File: config.mk
export PLATFORM = sky130hd
export DESIGN_NAME = uart_tx_fifo_baud
export DESIGN_NICKNAME = d
export VERILOG_FILES = /design/src/rtl/uart_tx_fifo_baud.sv
export SDC_FILE = /design/constraint.sdc
export NUM_CORES = 1
export LEC_CHECK = 0
export ABC_AREA = 1
export BUFFER_PORTS_ARGS = -buffer_cell sky130_fd_sc_hd__buf_2
export CORE_ASPECT_RATIO = 0.8
export CORE_MARGIN = 5
export CORE_UTILIZATION = 65
export CTS_CLUSTER_SIZE = 12
export DETAILED_ROUTE_END_ITERATION = 7
export PLACE_DENSITY = 0.83
export SETUP_SLACK_MARGIN = 0.4
export SKIP_CTS_REPAIR_TIMING = 1
export SLEW_MARGIN = 15
export SYNTH_ARGS = -nofsm -noshare
export SYNTH_HDL_FRONTEND = slang
export SYNTH_SLANG_ARGS = --single-unit
File: constraint.sdc
create_clock -name clk -period 6.55 [get_ports clk]
set_input_delay 1.31 -clock clk [delete_from_list [all_inputs] [get_ports clk]]
set_output_delay 1.31 -clock clk [all_outputs]
set_load 0.02 [all_outputs]
File: src/rtl/uart_tx_fifo_baud.sv
// uart_tx_fifo_baud: buffered 8N1 UART transmitter.
// Bytes pushed into a small FIFO are sent LSB first, back to back, at a
// bit period chosen by 'baud'. The divisor is captured when a byte is popped.
module uart_tx_fifo_baud #(
  parameter int unsigned FIFO_DEPTH = 8,
  parameter int unsigned DIV_110    = 109091,
  parameter int unsigned DIV_600    = 20000,
  parameter int unsigned DIV_2400   = 5000,
  parameter int unsigned DIV_9600   = 1250
) (
  input  logic                          clk,
  input  logic                          rst,
  input  logic [1:0]                    baud,
  input  logic                          wr_en,
  input  logic [7:0]                    wr_data,
  output logic                          full,
  output logic                          empty,
  output logic [$clog2(FIFO_DEPTH):0]   level,
  output logic                          overflow,
  output logic                          busy,
  output logic                          frame_done,
  output logic                          tx
);

  localparam int unsigned AW        = $clog2(FIFO_DEPTH);
  localparam logic [AW:0] DEPTH_LVL = (AW+1)'(FIFO_DEPTH);

  typedef enum logic [1:0] {IDLE, START, DATA, STOP} state_t;

  // FIFO storage and bookkeeping
  logic [7:0]    fifo_mem [FIFO_DEPTH];
  logic [AW-1:0] wr_ptr_q, wr_ptr_d, rd_ptr_q, rd_ptr_d;
  logic [AW:0]   level_q, level_d;
  logic          overflow_q, overflow_d;
  logic          push, pop;

  // Transmit engine
  state_t        state_q, state_d;
  logic [31:0]   div_q, div_d, div_sel;
  logic [31:0]   div_cnt_q, div_cnt_d;
  logic [2:0]    bit_cnt_q, bit_cnt_d;
  logic [7:0]    shift_q, shift_d;
  logic          tx_q, tx_d;
  logic          frame_done_q, frame_done_d;
  logic          bit_last;

  // Status is derived from the registered level so a same-cycle pop never
  // opens room for a push.
  assign full     = (level_q == DEPTH_LVL);
  assign empty    = (level_q == '0);
  assign level    = level_q;
  assign overflow = overflow_q;
  assign push     = wr_en && !full;
  assign bit_last = (div_cnt_q == div_q - 32'd1);

  // A non-IDLE state, or the pop cycle leaving IDLE, counts as busy.
  assign busy       = (state_q != IDLE) || !empty;
  assign frame_done = frame_done_q;
  assign tx         = tx_q;

  // Decode the run-time baud select into a bit period in clk cycles.
  always_comb begin
    unique case (baud)
      2'b00:   div_sel = DIV_110;
      2'b01:   div_sel = DIV_600;
      2'b10:   div_sel = DIV_2400;
      default: div_sel = DIV_9600;
    endcase
  end

  // FIFO pointer, level and sticky overflow next-state.
  always_comb begin
    wr_ptr_d   = push ? wr_ptr_q + AW'(1) : wr_ptr_q;
    rd_ptr_d   = pop  ? rd_ptr_q + AW'(1) : rd_ptr_q;
    overflow_d = overflow_q || (wr_en && full);
    unique case ({push, pop})
      2'b10:   level_d = level_q + (AW+1)'(1);
      2'b01:   level_d = level_q - (AW+1)'(1);
      default: level_d = level_q;
    endcase
  end

  // Frame FSM: sequencing, bit timing, pop requests and registered tx.
  always_comb begin
    // NOTE: every variable gets a default first so no path can infer a latch.
    state_d      = state_q;
    div_d        = div_q;
    div_cnt_d    = div_cnt_q + 32'd1;
    bit_cnt_d    = bit_cnt_q;
    shift_d      = shift_q;
    pop          = 1'b0;
    tx_d         = 1'b1;
    frame_done_d = 1'b0;
    unique case (state_q)
      IDLE: begin
        div_cnt_d = '0;
        if (!empty) begin
          pop     = 1'b1;
          shift_d = fifo_mem[rd_ptr_q];
          div_d   = div_sel;
          state_d = START;
        end
      end
      START: begin
        tx_d = 1'b0;
        if (bit_last) begin
          div_cnt_d = '0;
          bit_cnt_d = '0;
          state_d   = DATA;
        end
      end
      DATA: begin
        tx_d = shift_q[0];
        if (bit_last) begin
          div_cnt_d = '0;
          shift_d   = {1'b0, shift_q[7:1]};
          bit_cnt_d = bit_cnt_q + 3'd1;
          if (bit_cnt_q == 3'd7) state_d = STOP;
        end
      end
      STOP: begin
        tx_d = 1'b1;
        if (bit_last) begin
          frame_done_d = 1'b1;
          div_cnt_d    = '0;
          if (!empty) begin
            pop     = 1'b1;
            shift_d = fifo_mem[rd_ptr_q];
            div_d   = div_sel;
            state_d = START;
          end else begin
            state_d = IDLE;
          end
        end
      end
      default: state_d = IDLE;
    endcase
  end

  // State registers; reset returns the line high and discards buffered data.
  always_ff @(posedge clk or posedge rst) begin
    if (rst) begin
      wr_ptr_q     <= '0;
      rd_ptr_q     <= '0;
      level_q      <= '0;
      overflow_q   <= 1'b0;
      state_q      <= IDLE;
      div_q        <= DIV_9600;
      div_cnt_q    <= '0;
      bit_cnt_q    <= '0;
      shift_q      <= '0;
      tx_q         <= 1'b1;
      frame_done_q <= 1'b0;
    end else begin
      // NOTE: non-blocking assignments keep every flop sampling pre-edge values.
      wr_ptr_q     <= wr_ptr_d;
      rd_ptr_q     <= rd_ptr_d;
      level_q      <= level_d;
      overflow_q   <= overflow_d;
      state_q      <= state_d;
      div_q        <= div_d;
      div_cnt_q    <= div_cnt_d;
      bit_cnt_q    <= bit_cnt_d;
      shift_q      <= shift_d;
      tx_q         <= tx_d;
      frame_done_q <= frame_done_d;
    end
  end

  // FIFO data write port.
  always_ff @(posedge clk) begin
    // NOTE: storage is not reset; an entry is only read after it was written.
    if (push) fifo_mem[wr_ptr_q] <= wr_data;
  end

endmodule
[Yosys cells after proc, flatten, opt, wreduce, memory -nomap -nowiden]
Memory sizes are Yosys's and may differ from the RTL's.
Cells that the tools add are included.
Widths: inputs -> output; s select.
Storage, ports and cells
  input port bits: 13
  bits in writable memories: 64
  memories kept: 1
  output and inout bits: 10
  bits in registers: 90
  logic and storage cells: 82
Memory list
  fifo_mem: words 8, width 8, read ports 1, clocked after memory_dff 0, write ports 1, RTL line 31  | logic [7:0] fifo_mem [FIFO_DEPTH];
Cells by class
  equality and inequality tests: 15
  reductions and logical operators: 19
  mux-type cells: 29
  add/sub/neg operators: 7
Operator list (count)
  $pmux 32 s2: 2
  $mux 32: 3
  $pmux 17 s3: 1
  $add 32x1->32 const B: 1
  $eq 32x32->1: 1
  $sub 32x1->32 const B: 1
  $mux 8: 3
  $pmux 8 s3: 1
  $mux 2: 5
  $ne 2x2->1 const B: 5
  $add 3x1->3 const B: 3
  $eq 2x2->1 const B: 4
  $pmux 2 s4: 1
  $pmux 4 s2: 1
  $reduce_bool 2->1: 4
  $mux 1: 7
  $eq 2x1->1 const B: 3
  $mux 3: 2
  $pmux 3 s2: 1
  $reduce_and 3->1: 2
  $reduce_and 5->1: 1
  $add 4x1->4 const B: 1
  $eq 4x4->1 const B: 1
  $logic_not 2->1: 2
  10 further kinds: 14

[Longest topological paths before layout]
  word-level depth: 6
  mapped depth: 29
  gate-level depth less buffers: 29

[Worst setup path after synthesis]
No wires, ideal clock.
  path type: register to register
  start point: register div_q[15]
  end point: register level_q[3] (netlist: level[3])
  data required time: 6.428 ns
  library setup time: 0.122 ns
  path buffers: 0
  data arrival time: 3.766 ns
  clock period less this slack: 3.888 ns
  cell stages (with the launch flop): 30
  setup slack: 2.662 ns
  cells stage by stage: dfrtp_1 inv_1 ha_1 inv_1 nor2_1 nand2_1 nor2_4 nand2_1 inv_1 ha_1 xor2_1 nand3_1 nor2_1 nand3_1 nor2_1 nand2_2 nor2_4 nand2_4 o21ai_2 nand2_1 inv_1 ha_1 ha_1 nand2_1 nor2_1 a211oi_1 nor2_1 nor2_1 nand2_1 xor2_1
On the way
  longest elaborated chain between the ends: 6
  elaborated cells on any way between the ends: 8
  those cells by class: add/sub: 1; eq/ne: 3; mux: 3; reduce/logical: 1
Ends and longest elaborated chain
  start, declared: RTL line 39  | logic [31:0] div_q, div_d, div_sel;
  start signal, assigned: RTL line 161  | div_q <= div_d;
  $sub 32x1->32 (*): RTL line 54  | assign bit_last = (div_cnt_q == div_q - 32'd1);
  $eq 32x32->1 (*): RTL line 54
  $mux 1 (*): RTL line 123  | if (bit_last) begin
  $pmux 1 s2 (*): RTL line 94  | unique case (state_q)
  via pop: RTL line 35  | logic push, pop;
  $eq 2x1->1 / $eq 2x2->1 (equally long branches): RTL line 76  | unique case ({push, pop})
  $pmux 4 s2 / $reduce_bool 2->1 (equally long branches)
  end signal, assigned: RTL line 158  | level_q <= level_d;
  end, declared: RTL line 33  | logic [AW:0] level_q, level_d;
The timed path passes the listed nets; every way through them passes the cells marked *.
A chain may end at the register's enable or synchronous reset.

[Worst setup path in the final report]
Same ends and word-level chain as after synthesis.

==> run summary <==
========================================================================================
Gate Count Post-Synth                                                                844
Post-route ant nets                                                                    0
Rows                                                                                  34
Share of total power in combinational logic                                        40.8%
Wire length of the first global-routing pass                                    29.79 mm
Clock latency of the later-clocked register in the worst-skew pair                430 ps
Synthesized netlist net count                                                        880
Share of power burned in registers                                                 33.8%
Max_slew headroom                                                                 35.60%
Non-filler cells in the finished layout                                            1,029
Count of distinct cell types in the synthesized netlist                               44
Total wire length                                                               17.94 mm
Chip Width                                                                      128.0 um
Number of antenna violations at the first check in global routing                      0
Multiplexer share of the synthesized area                                             0%
Highest ir drop seen on vdd                                                    0.3279 mV
Root buffer cell                                                            sky130_fd_sc_hd__clkbuf_16
Worst Tran Pin Value                                                            964.9 ps
Via count of the first global-routing pass                                         5,935
Ratio of cells with drive above 1 in the final layout                             13.45%
DP Cell Count                                                                        997
Final weighted congestion of routability-driven global placement                  0.9880
Effective utilization at floorplan                                                66.53%
Smallest hold slack                                                             469.9 ps
CP max-delay cell                                                           sky130_fd_sc_hd__dfrtp_1
Most numerous cell in the Yosys netlist                                     sky130_fd_sc_hd__nand2_1
Max-cap violation count                                                                0
Lkg Pwr                                                                         3.526 nW
CTS Sinks                                                                            132
DRC violation total after the first TritonRoute iteration                            498
Worst setup timing slack at the placement stage                                  2005 ps
CTS buffer count                                                                      17
Total half-perimeter wirelength after legalization and detailed placement       12.32 mm
Buffers added on ports                                                                22
Overall die area                                                             13,370 um^2
Setup repair after global routing missed its margin                                false
Slew Limit Fails                                                                       0
Combinational family with the most area after synthesis                     simple AND/OR/NAND/NOR gates
Most area-consuming cells after synthesis                                   sky130_fd_sc_hd__edfxtp_1 (27%), sky130_fd_sc_hd__dfrtp_1 (21%), sky130_fd_sc_hd__nand2_1 (9.9%)
Average detailed-routed wire length per instance                                17.44 um
Maximum buffer depth of the clock tree                                                 2
Post-synth top area cell                                                    sky130_fd_sc_hd__edfxtp_1
Sw Share                                                                          43.58%
Ys flop type                                                                sky130_fd_sc_hd__edfxtp_1
Switching pwr                                                                   1.565 mW
Post-synth design cell area                                                    7246 um^2
Post-route design area                                                         8026 um^2
Area share of the leading cell type in the synthesized netlist                    26.52%
Total DRC errors in the routed layout                                                  0
Total global-route track usage                                                    28.30%
Critical path class                                                              reg2reg
Clock-pin slew of the registers on the worst-case setup and hold paths             60 ps
Setup violators final                                                                  0
Largest fanout of any net on the critical path                                         8
Net total in the final layout                                                        908
Post-synthesis register bit count                                                    132
Peak per-stage delay on the critical path                                         450 ps
Io pins                                                                               23
Mapped Avg Cell Area                                                          8.585 um^2
Async set-reset flop share out of synthesis                                       51.52%
Number of antenna diodes                                                               0
Most numerous cell on the critical path                                     sky130_fd_sc_hd__nor2_1
Final hold violation count                                                             0
Run status                                                                  finished, final reports clean
Least setup slack across all paths after layout                                  1982 ps
Placeable core area                                                          10,890 um^2
Highest attainable clock frequency                                             218.9 MHz
CTS tree                                                                           built
Critical path capture point type                                                register
Class of the tightest hold or removal check                                      reg2reg
Detailed-routing iteration count for the pre-antenna-repair pass                       5
Number of vias per cell                                                            5.835
Fraction of the mapped netlist area in adder cells                                4.075%
Cell types with the highest counts after synthesis                          sky130_fd_sc_hd__nand2_1 (192), sky130_fd_sc_hd__nor2_1 (122), sky130_fd_sc_hd__inv_1 (91)
Areal power density over the cells                                          447.3 nW/um^2
Final critical-path required period                                              4568 ps
Clock group share of total power                                                   25.4%
Worst clock skew on the final layout                                            12.58 ps
Overall die height                                                              104.4 um
Fin crit share                                                                    69.75%
Compound-Gate Fraction of Synth Area                                              8.151%
Xor and xnor area share after synthesis                                           3.488%
Area delta synth->final                                                           10.78%
Total grt overflow                                                                     0
Level count of the clock H-tree                                                        4
Element type at the critical path start                                         register
Largest net degree at the start of global routing                                     69
Area fraction in and, or, nand and nor cells after synthesis                      28.04%
Setup TNS                                                                           0 ps
Routed vias                                                                        6,004
Data arrival at the endpoint of the critical path                                4880 ps
Placed instance area                                                           7467 um^2
Data required time of the critical path                                          6860 ps
Fillcell total                                                                       789
Yosys warning total                                                                    0
Count of flip-flops with a built-in enable after synthesis                            64
Total internal power                                                            2.026 mW
Sequential area share after synthesis                                             50.11%
========================================================================================
[state kept, by name, summed over array words and instances, names as in the netlist]
name	cells
state_q	2
div_q	10
tx	1
rd_ptr_q	3
frame_done	1
shift_q	8
wr_ptr_q	3
fifo_mem	64
level	4
overflow	1
div_cnt_q	32
bit_cnt_q	3
[stage by stage]
step,utilization [%],power (mW)
2_1_floorplan,-,2.314
3_3_place_gp,68.57,2.579
3_5_place_dp,68.57,2.649
4_1_cts,73.70,3.579
5_1_grt,73.70,3.819
6_report,73.70,3.590
[kinds of logic (layout without fill, tap and decap cells)]
| logic type | count (synthesis) | count (layout) |
|---|---|---|
| AOI/OAI and AO/OA | 96 | 96 |
| xor gates and xnor gates | 28 | 28 |
| adders and majority gates | 23 | 23 |
| buffers and inverters | 110 | 151 |
| DFF | 132 | 132 |
| and+or+nand+nor | 455 | 455 |
[worst max-delay path, delay by kind of cell, from the launching register on]
kind | cells | cell delay [ps]
compound gates | 2 | 460
xor+xnor | 2 | 290
fa+ha+maj | 4 | 1030
buf+inv | 4 | 530
flops | 1 | 450
simple gates | 17 | 1700
[layout make-up]
cell class                      instances  area [um^2]  area share (%)
Timing Repair Buffer                   25        132.6           1.652
Tap cell                              144        180.2           2.245
Sequential cell                       132         3631           45.24
Clock inverter                         15        133.9           1.668
Multi-Input combinational cell        602         3171           39.50
Inverter                               94        352.8           4.396
Clock buffer                           17        425.4           5.300
[worst paths after layout]
kind | from | end | slack, ps | cells after the start
setup / recovery | div_q[15]$_DFFE_PP0P_ | level[3]$_DFFE_PP0P_ | 1980 | 29
hold / removal | overflow$_DFF_PP0_ | overflow$_DFF_PP0_ | 470 | 1
setup reg to reg | div_q[15]$_DFFE_PP0P_ | level[3]$_DFFE_PP0P_ | 1980 | 29
hold reg to reg | overflow$_DFF_PP0_ | overflow$_DFF_PP0_ | 470 | 1
max in group asynchronous | rst | bit_cnt_q[0]$_DFFE_PP0P_ | 4840 | 3
min in group asynchronous | rst | wr_ptr_q[2]$_DFFE_PP0P_ | 1140 | 3
[cells in the final DEF, fill, tap and decap left out, types with 4 or more instances in the layout]
cell | netlist | routed
sky130_fd_sc_hd__a211oi_1 | 4 | 4
sky130_fd_sc_hd__a21oi_1 | 4 | 4
sky130_fd_sc_hd__buf_2 | 2 | 22
sky130_fd_sc_hd__clkbuf_16 | 0 | 17
sky130_fd_sc_hd__dfrtp_1 | 62 | 62
sky130_fd_sc_hd__dfstp_2 | 6 | 6
sky130_fd_sc_hd__edfxtp_1 | 64 | 64
sky130_fd_sc_hd__ha_1 | 22 | 22
sky130_fd_sc_hd__inv_1 | 91 | 90
sky130_fd_sc_hd__inv_6 | 0 | 5
sky130_fd_sc_hd__inv_8 | 0 | 4
sky130_fd_sc_hd__nand2_1 | 192 | 192
sky130_fd_sc_hd__nand2_2 | 11 | 11
sky130_fd_sc_hd__nand2_4 | 5 | 5
sky130_fd_sc_hd__nand3_1 | 61 | 61
sky130_fd_sc_hd__nand3b_1 | 5 | 5
sky130_fd_sc_hd__nand4_1 | 8 | 8
sky130_fd_sc_hd__nor2_1 | 122 | 122
sky130_fd_sc_hd__nor2_2 | 8 | 8
sky130_fd_sc_hd__nor2_4 | 7 | 7
sky130_fd_sc_hd__nor3_1 | 25 | 25
sky130_fd_sc_hd__nor4_1 | 5 | 5
sky130_fd_sc_hd__o21ai_0 | 48 | 48
sky130_fd_sc_hd__o21ai_2 | 14 | 14
sky130_fd_sc_hd__o22ai_1 | 14 | 14
sky130_fd_sc_hd__xnor2_1 | 6 | 6
sky130_fd_sc_hd__xor2_1 | 21 | 21
[power by group through the flow]
stage	Combinational [mW]	Sequential, mW	Clock, mW
6_report	1.47	1.21	0.913
5_1_grt	1.63	1.23	0.959
4_1_cts	1.46	1.21	0.916
3_5_place_dp	1.43	1.22	0
3_3_place_gp	1.37	1.21	0
2_1_floorplan	1.12	1.19	0
[layer usage]
metal | wire length [um] | share of wire, % | GRT usage, % | vias to the layer above
li1 | - | - | - | 2837
met1 | 7181 | 40 | 34.98 | 2875
met2 | 9232 | 51 | 48.77 | 248
met3 | 1075 | 6.0 | 5.801 | 44
met4 | 453 | 2.5 | 10.53 | 0
met5 | 0 | 0 | 0 | -
Power figures use the tool's default switching activity.
